==> src/rtl/du_rx_loader_if.sv <==
// rtl/du_rx_loader_if.sv - byte-receive and instruction-write bundle for du_rx_loader
interface du_rx_loader_if #(
  parameter int NB_BYTE = 8,
  parameter int N_BYTES = 4,
  parameter int ADDR_W  = 8
);
  localparam int NB_DATA = NB_BYTE * N_BYTES;

  logic               i_rx_valid;
  logic [NB_BYTE-1:0] i_rx_data;
  logic               i_abort;
  logic               o_wr_en;
  logic [ADDR_W-1:0]  o_wr_addr;
  logic [NB_DATA-1:0] o_wr_data;
  logic [NB_BYTE-1:0] o_count;
  logic               o_load_done;
  logic [NB_BYTE-1:0] o_mode;
  logic               o_mode_valid;
  logic [1:0]         o_error;
  logic               o_busy;

  modport slave (
    input  i_rx_valid, i_rx_data, i_abort,
    output o_wr_en, o_wr_addr, o_wr_data, o_count, o_load_done,
           o_mode, o_mode_valid, o_error, o_busy
  );

  modport master (
    output i_rx_valid, i_rx_data, i_abort,
    input  o_wr_en, o_wr_addr, o_wr_data, o_count, o_load_done,
           o_mode, o_mode_valid, o_error, o_busy
  );
endinterface

==> src/rtl/du_rx_loader.sv <==
// rtl/du_rx_loader.sv - debug-unit frame decoder: LOAD (count, words, xor checksum) and MODE commands
module du_rx_loader #(
  parameter int                 NB_BYTE    = 8,
  parameter int                 N_BYTES    = 4,
  parameter int                 ADDR_W     = 8,
  parameter int                 TIMEOUT    = 1023,
  parameter bit                 BIG_ENDIAN = 1'b0,
  parameter logic [NB_BYTE-1:0] CMD_LOAD   = 8'h01,
  parameter logic [NB_BYTE-1:0] CMD_MODE   = 8'h02
) (
  input  logic          i_clock,
  input  logic          i_reset,
  du_rx_loader_if.slave bus
);
  localparam int NB_DATA = NB_BYTE * N_BYTES;
  localparam int BW      = (N_BYTES > 1) ? $clog2(N_BYTES) : 1;
  localparam int TW      = (TIMEOUT > 0) ? $clog2(TIMEOUT + 1) : 1;

  typedef enum logic [2:0] {S_IDLE, S_COUNT, S_DATA, S_CSUM, S_MODE} state_t;

  state_t             state, state_next;
  logic [BW-1:0]      byte_cnt;
  logic [NB_BYTE-1:0] word_idx;
  logic [NB_BYTE-1:0] acc;
  logic [NB_DATA-1:0] word, word_next;
  logic [TW-1:0]      timer;
  logic [BW-1:0]      lane;

  logic timeout_hit;
  logic ld_start, mode_start, bad_cmd, take_count, take_data, word_done, take_csum, take_mode;

  // The transition happens on the edge where the idle counter would reach TIMEOUT.
  assign timeout_hit = (TIMEOUT != 0) && (state != S_IDLE) && (timer == TW'(TIMEOUT - 1));

  always_ff @(posedge i_clock) begin
    if (i_reset) state <= S_IDLE;
    else         state <= state_next;
  end

  always_comb begin
    state_next = state;
    ld_start   = 1'b0;
    mode_start = 1'b0;
    bad_cmd    = 1'b0;
    take_count = 1'b0;
    take_data  = 1'b0;
    word_done  = 1'b0;
    take_csum  = 1'b0;
    take_mode  = 1'b0;
    if (bus.i_abort || timeout_hit) begin
      state_next = S_IDLE;
    end else if (bus.i_rx_valid) begin
      unique case (state)
        S_IDLE: begin
          if (bus.i_rx_data == CMD_LOAD) begin
            ld_start   = 1'b1;
            state_next = S_COUNT;
          end else if (bus.i_rx_data == CMD_MODE) begin
            mode_start = 1'b1;
            state_next = S_MODE;
          end else begin
            bad_cmd = 1'b1;
          end
        end
        S_COUNT: begin
          take_count = 1'b1;
          state_next = (bus.i_rx_data == '0) ? S_CSUM : S_DATA;
        end
        S_DATA: begin
          take_data = 1'b1;
          if (byte_cnt == BW'(N_BYTES - 1)) begin
            word_done = 1'b1;
            if (NB_BYTE'(word_idx + 1'b1) == bus.o_count) state_next = S_CSUM;
          end
        end
        S_CSUM: begin
          take_csum  = 1'b1;
          state_next = S_IDLE;
        end
        S_MODE: begin
          take_mode  = 1'b1;
          state_next = S_IDLE;
        end
        default: state_next = S_IDLE;
      endcase
    end
  end

  // Byte lane for the incoming data byte; lane 0 is bits [NB_BYTE-1:0].
  always_comb begin
    lane      = BIG_ENDIAN ? (BW'(N_BYTES - 1) - byte_cnt) : byte_cnt;
    word_next = word;
    for (int i = 0; i < N_BYTES; i++) begin
      if (BW'(i) == lane) word_next[i*NB_BYTE +: NB_BYTE] = bus.i_rx_data;
    end
  end

  always_ff @(posedge i_clock) begin
    if (i_reset) begin
      byte_cnt         <= '0;
      word_idx         <= '0;
      acc              <= '0;
      word             <= '0;
      timer            <= '0;
      bus.o_wr_en      <= 1'b0;
      bus.o_wr_addr    <= '0;
      bus.o_wr_data    <= '0;
      bus.o_count      <= '0;
      bus.o_load_done  <= 1'b0;
      bus.o_mode       <= '0;
      bus.o_mode_valid <= 1'b0;
      bus.o_error      <= 2'b00;
      bus.o_busy       <= 1'b0;
    end else begin
      bus.o_wr_en      <= 1'b0;
      bus.o_mode_valid <= 1'b0;
      bus.o_busy       <= (state_next != S_IDLE);

      if (state_next == S_IDLE || bus.i_rx_valid) timer <= '0;
      else                                        timer <= timer + 1'b1;

      if (bus.i_abort) begin
        byte_cnt <= '0;
      end else if (timeout_hit) begin
        byte_cnt    <= '0;
        bus.o_error <= 2'b10;
      end

      if (bad_cmd) bus.o_error <= 2'b11;
      if (mode_start) bus.o_error <= 2'b00;
      if (ld_start) begin
        bus.o_error     <= 2'b00;
        bus.o_load_done <= 1'b0;
        acc             <= '0;
        word            <= '0;
      end
      if (take_count) begin
        bus.o_count <= bus.i_rx_data;
        acc         <= acc ^ bus.i_rx_data;
        word_idx    <= '0;
        byte_cnt    <= '0;
      end
      if (take_data) begin
        acc  <= acc ^ bus.i_rx_data;
        word <= word_next;
        if (word_done) begin
          bus.o_wr_en   <= 1'b1;
          bus.o_wr_addr <= ADDR_W'(word_idx);
          bus.o_wr_data <= word_next;
          word_idx      <= word_idx + 1'b1;
          byte_cnt      <= '0;
        end else begin
          byte_cnt <= byte_cnt + 1'b1;
        end
      end
      if (take_csum) begin
        if (bus.i_rx_data == acc) bus.o_load_done <= 1'b1;
        else                      bus.o_error     <= 2'b01;
      end
      if (take_mode) begin
        bus.o_mode       <= bus.i_rx_data;
        bus.o_mode_valid <= 1'b1;
      end
    end
  end
endmodule

==> src/flat_wrapper.sv <==
// flat-port wrapper written by rule: the top's interface ports become plain ports
module du_rx_loader_flat 
#(
  parameter int                 NB_BYTE    = 8,
  parameter int                 N_BYTES    = 4,
  parameter int                 ADDR_W     = 8,
  parameter int                 TIMEOUT    = 1023,
  parameter bit                 BIG_ENDIAN = 1'b0,
  parameter logic [NB_BYTE-1:0] CMD_LOAD   = 8'h01,
  parameter logic [NB_BYTE-1:0] CMD_MODE   = 8'h02
)
  (i_clock, i_reset, bus_i_rx_valid, bus_i_rx_data, bus_i_abort, bus_o_wr_en, bus_o_wr_addr, bus_o_wr_data, bus_o_count, bus_o_load_done, bus_o_mode, bus_o_mode_valid, bus_o_error, bus_o_busy);
  du_rx_loader_if #(.NB_BYTE(NB_BYTE), .N_BYTES(N_BYTES), .ADDR_W(ADDR_W)) bus_i ();
  input  logic i_clock;
  input  logic i_reset;
  input wire logic [$bits(bus_i.i_rx_valid)-1:0] bus_i_rx_valid;
  input wire logic [$bits(bus_i.i_rx_data)-1:0] bus_i_rx_data;
  input wire logic [$bits(bus_i.i_abort)-1:0] bus_i_abort;
  output wire logic [$bits(bus_i.o_wr_en)-1:0] bus_o_wr_en;
  output wire logic [$bits(bus_i.o_wr_addr)-1:0] bus_o_wr_addr;
  output wire logic [$bits(bus_i.o_wr_data)-1:0] bus_o_wr_data;
  output wire logic [$bits(bus_i.o_count)-1:0] bus_o_count;
  output wire logic [$bits(bus_i.o_load_done)-1:0] bus_o_load_done;
  output wire logic [$bits(bus_i.o_mode)-1:0] bus_o_mode;
  output wire logic [$bits(bus_i.o_mode_valid)-1:0] bus_o_mode_valid;
  output wire logic [$bits(bus_i.o_error)-1:0] bus_o_error;
  output wire logic [$bits(bus_i.o_busy)-1:0] bus_o_busy;
  assign bus_i.i_rx_valid = bus_i_rx_valid;
  assign bus_i.i_rx_data = bus_i_rx_data;
  assign bus_i.i_abort = bus_i_abort;
  assign bus_o_wr_en = bus_i.o_wr_en;
  assign bus_o_wr_addr = bus_i.o_wr_addr;
  assign bus_o_wr_data = bus_i.o_wr_data;
  assign bus_o_count = bus_i.o_count;
  assign bus_o_load_done = bus_i.o_load_done;
  assign bus_o_mode = bus_i.o_mode;
  assign bus_o_mode_valid = bus_i.o_mode_valid;
  assign bus_o_error = bus_i.o_error;
  assign bus_o_busy = bus_i.o_busy;
  du_rx_loader #(.NB_BYTE(NB_BYTE), .N_BYTES(N_BYTES), .ADDR_W(ADDR_W), .TIMEOUT(TIMEOUT), .BIG_ENDIAN(BIG_ENDIAN), .CMD_LOAD(CMD_LOAD), .CMD_MODE(CMD_MODE)) u_core (.i_clock(i_clock), .i_reset(i_reset), .bus(bus_i));
endmodule
==> config.mk <==
export PLATFORM = sky130hd
export DESIGN_NAME = du_rx_loader_flat
export DESIGN_NICKNAME = d
export VERILOG_FILES = /design/src/rtl/du_rx_loader_if.sv /design/src/rtl/du_rx_loader.sv /design/src/flat_wrapper.sv
export SDC_FILE = /design/constraint.sdc
export NUM_CORES = 1
export LEC_CHECK = 0
export CAP_MARGIN = 25
export CORE_AREA = 5 5 126 151
export DETAILED_ROUTE_END_ITERATION = 10
export DIE_AREA = 0 0 131 156
export MAX_ROUTING_LAYER = met4
export PLACE_DENSITY = 0.61
export RECOVER_POWER = 100
export SLEW_MARGIN = 20
export SYNTH_ARGS = -nofsm -noshare
export SYNTH_HDL_FRONTEND = slang
export SYNTH_SLANG_ARGS = --single-unit
==> constraint.sdc <==
create_clock -name i_clock -period 2.55 [get_ports i_clock]
set_input_delay 0.6375 -clock i_clock [delete_from_list [all_inputs] [get_ports i_clock]]
set_output_delay 0.6375 -clock i_clock [all_outputs]
set_load 0.1 [all_outputs]
==> out/results.tsv <==
metric	value	unit
ys_ff_latch	117	
fin_skew	0.0170	ns
cp_data_arrival_time	2.68	ns
p_leak	2.60	nW
cts_htree_levels	4	
syn_area_per_cell	8.57	sq um
cts.root.buffer_cell	clkbuf_16	
area_taken_by_multi_input_logic_gates	2670	sq um
ys_types	50	
layout.nets	709	
place.detailed.instances	891	
seq_power_share	0.444	
synth-xor-area-share	0.0449	
crit_type	in -> reg	
post_synth_inst_count	615	
setup_ws	0.220	ns
antenna_found_initial	0	
dp_worst_setup_slack	-0.194	ns
compound_cell_area_share_of_the_yosys_netlist	0.144	
largest_fanout_on_the_critical_path	10	
run_status	finished clean	
cts_resized	0	
antenna_cells_inserted	0	
synth_edf_count	0	
clkTransAtPathRegs	0.06	ns
worst_min_delay_path_class	reg -> reg	
layout-drive-gt1-share	0.191	
io-pin-count	74	
finish.cell_count_without_fillers	923	
post_synth_mux_area_share	0.0759	
layout_commonest_cell	dfxtp_1	
number_of_endpoints_failing_setup_at_the_final_stage	0	
power_density	628	nW/um^2
post-cts-setup-buffers	0	
synth_top_family_by_area	simple AND/OR/NAND/NOR gates	
dr.pass1.iters	4	
initial_utilization	0.303	
drt.antenna.violating_nets	0	
fp.dieH	156	microns
combinationalPowerShare	0.038	
grt_pass1_vias	4272	
peakVddDrop	0.000412	V
total_count_of_max_transition_violations_in_the_final_report	0	
grt_pass1_wl	22100	microns
cap_viol_max_count	0	
cts_made_buffers	17	
synthToLayoutAreaGrowth	24.8	%
tritoncts	built	
cts_hold_buf	0	
timing.slew.headroom	0.224	
route.detailed.drc	0	
postPlaceCellArea	6220	sq um
grt_use_total	0.143	
cp_slowest_cell	or4_1	
final_gp_congestion	0.823	
layout.cells.most_common_list	dfxtp_1 (117), nand2_1 (78), nor2_1 (66), clkbuf_2 (62), a21oi_1 (59)	
switching_power_share_of_the_total	0.233	
setup.worst_path.start_class	primary input	
drt_iter0_markers	240	
required	2.90	ns
drt_wl_cell	15.0	microns
synth_warnings	0	
fillerInstances	1845	
grt_max_degree	46	
finish.instance_area	6580	sq um
period_needed	2.33	ns
gr-total-overflow	0	
timing.final.hold_violations	0	
core_area	17400	sq um
postSynth.topFlopCell	dfxtp_1	
synth_area	5270	sq um
final-seq-area	2340	sq um
route.vias.total	4489	
num_rows	53	
worst_path_largest_cell_delay	0.63	ns
hpwl	9650	microns
slew_of_the_pin_with_the_lowest_slew_margin	1.17	ns
clk_network_pwr_share	0.518	
finalCoreUtilization	0.379	
fmax	0.429	GHz
clkLatencyLatePin	0.42	ns
route.detailed.vias_per_inst	4.86	
internal_power	3.17	mW
timing.critical_path.to_type	flip-flop	
ctsLongestPathBuffers	2	
p_switching	0.965	mW
clock_sink_count	117	
die_area	20400	sq um
cell_by_cell_listing_of_the_critical_path	clkdlybuf4s50_1 -> or4_1 -> nor4_4 -> clkbuf_4 -> and3b_1 -> o21ai_0 -> clkbuf_2 -> nor2_1	
syn_nets	634	
layout_worst_path_cycle_share	0.914	
port_buffers	73	
totalWireLength	13900	microns
synth.yosys.seq_area_share	0.444	
synth-async-reset-ratio	0	
simple_gate_share_of_the_synthesized_area	0.226	
synthAdderAreaFrac	0.0166	
worst_hold_slack	0.454	ns
die-width	131	microns
setup_repair_after_global_routing_missed_its_margin	no	
cell families after synthesis:
family	count (synthesis)
and+or+nand+nor	247
DFF	117
AOI/OAI and AO/OA	116
buffers and inverters	61
muxes	40
xor gates and xnor gates	27
adders and majority gates	7
routing by layer:
layer | track usage | vias up | share of wire
met5 | - | - | 0
met3 | 0.0336 | 19 | 0.041
met4 | 0.0568 | 0 | 0.020
met2 | 0.216 | 89 | 0.47
met1 | 0.185 | 2095 | 0.47
li1 | - | 2286 | -
flip-flops by register name, summed over array words and instances (netlist names), 3 cells and up:
signal	cells
u_core.word_idx	8
u_core.state	3
u_core.timer	10
u_core.bus.o_wr_data	32
u_core.acc	8
u_core.word	24
u_core.bus.o_count	8
u_core.bus.o_mode	8
u_core.bus.o_wr_addr	8
Yosys cell counts, drive strengths merged (2+ instances only):
library cell	instances	share of area
a21oi	59	0.056
a21o	2	0.0028
nand3	40	0.038
and2	4	0.0047
and3b	2	0.0033
a311oi	8	0.016
nor2	66	0.047
nor4	2	0.0052
nand3b	5	0.0078
nand2b	10	0.012
or2	2	0.0024
xor2	12	0.020
dfxtp	117	0.44
a211o	8	0.013
or3	5	0.0059
nand4	6	0.0071
a31oi	2	0.0024
o21ai	4	0.0038
xnor2	15	0.025
buf	15	0.016
clkbuf	40	0.028
and3	6	0.0071
mux2i	40	0.076
inv	6	0.0043
nor2b	2	0.0024
nand2	78	0.056
ha	7	0.017
nand4b	2	0.0033
nor3b	13	0.019
a211oi	24	0.034
critical path, delay by kind of cell:
| kind | cells | cell delay (ns) |
|---|---|---|
| compound gates | 1 | 0.09 |
| buf+inv | 3 | 0.81 |
| simple gates | 4 | 1.16 |
power by group through the flow:
stage,clock network [mW],logic [mW],registers (mW)
3_5_place_dp,0,0.164,1.87
2_1_floorplan,0,0.0751,1.89
6_report,2.14,0.159,1.83
5_1_grt,2.29,0.170,1.83
3_3_place_gp,0,0.164,1.87
4_1_cts,2.19,0.164,1.83
path summary, 6_finish.rpt:
| check | start | endpoint | slack, ns | cells after the start |
|---|---|---|---|---|
| hold reg to reg | u_core.bus.o_wr_addr[5] | u_core.bus.o_wr_addr[5] | 0.45 | 2 |
| setup / recovery | bus_i_rx_data[2] | u_core.timer[9] | 0.22 | 8 |
| setup reg to reg | u_core.timer[0] | u_core.bus.o_mode[0] | 0.25 | 9 |
| hold / removal | u_core.bus.o_wr_addr[5] | u_core.bus.o_wr_addr[5] | 0.45 | 2 |
through the flow:
step / power [mW] / setup TNS [ns]
2_1_floorplan: 1.96 / 0
3_3_place_gp: 2.04 / -9.26
3_5_place_dp: 2.04 / -10.88
4_1_cts: 4.19 / 0
5_1_grt: 4.29 / 0
6_report: 4.13 / 0
cell type report:
class | instances | area share
clock buffer | 20 | 0.0694
timing repair buffer | 111 | 0.112
sequential | 117 | 0.356
inverter | 6 | 0.00342
tap | 220 | 0.0418
clock inverter | 12 | 0.0124
multi-input combinational | 437 | 0.406
(Power assumes the default switching activity.)
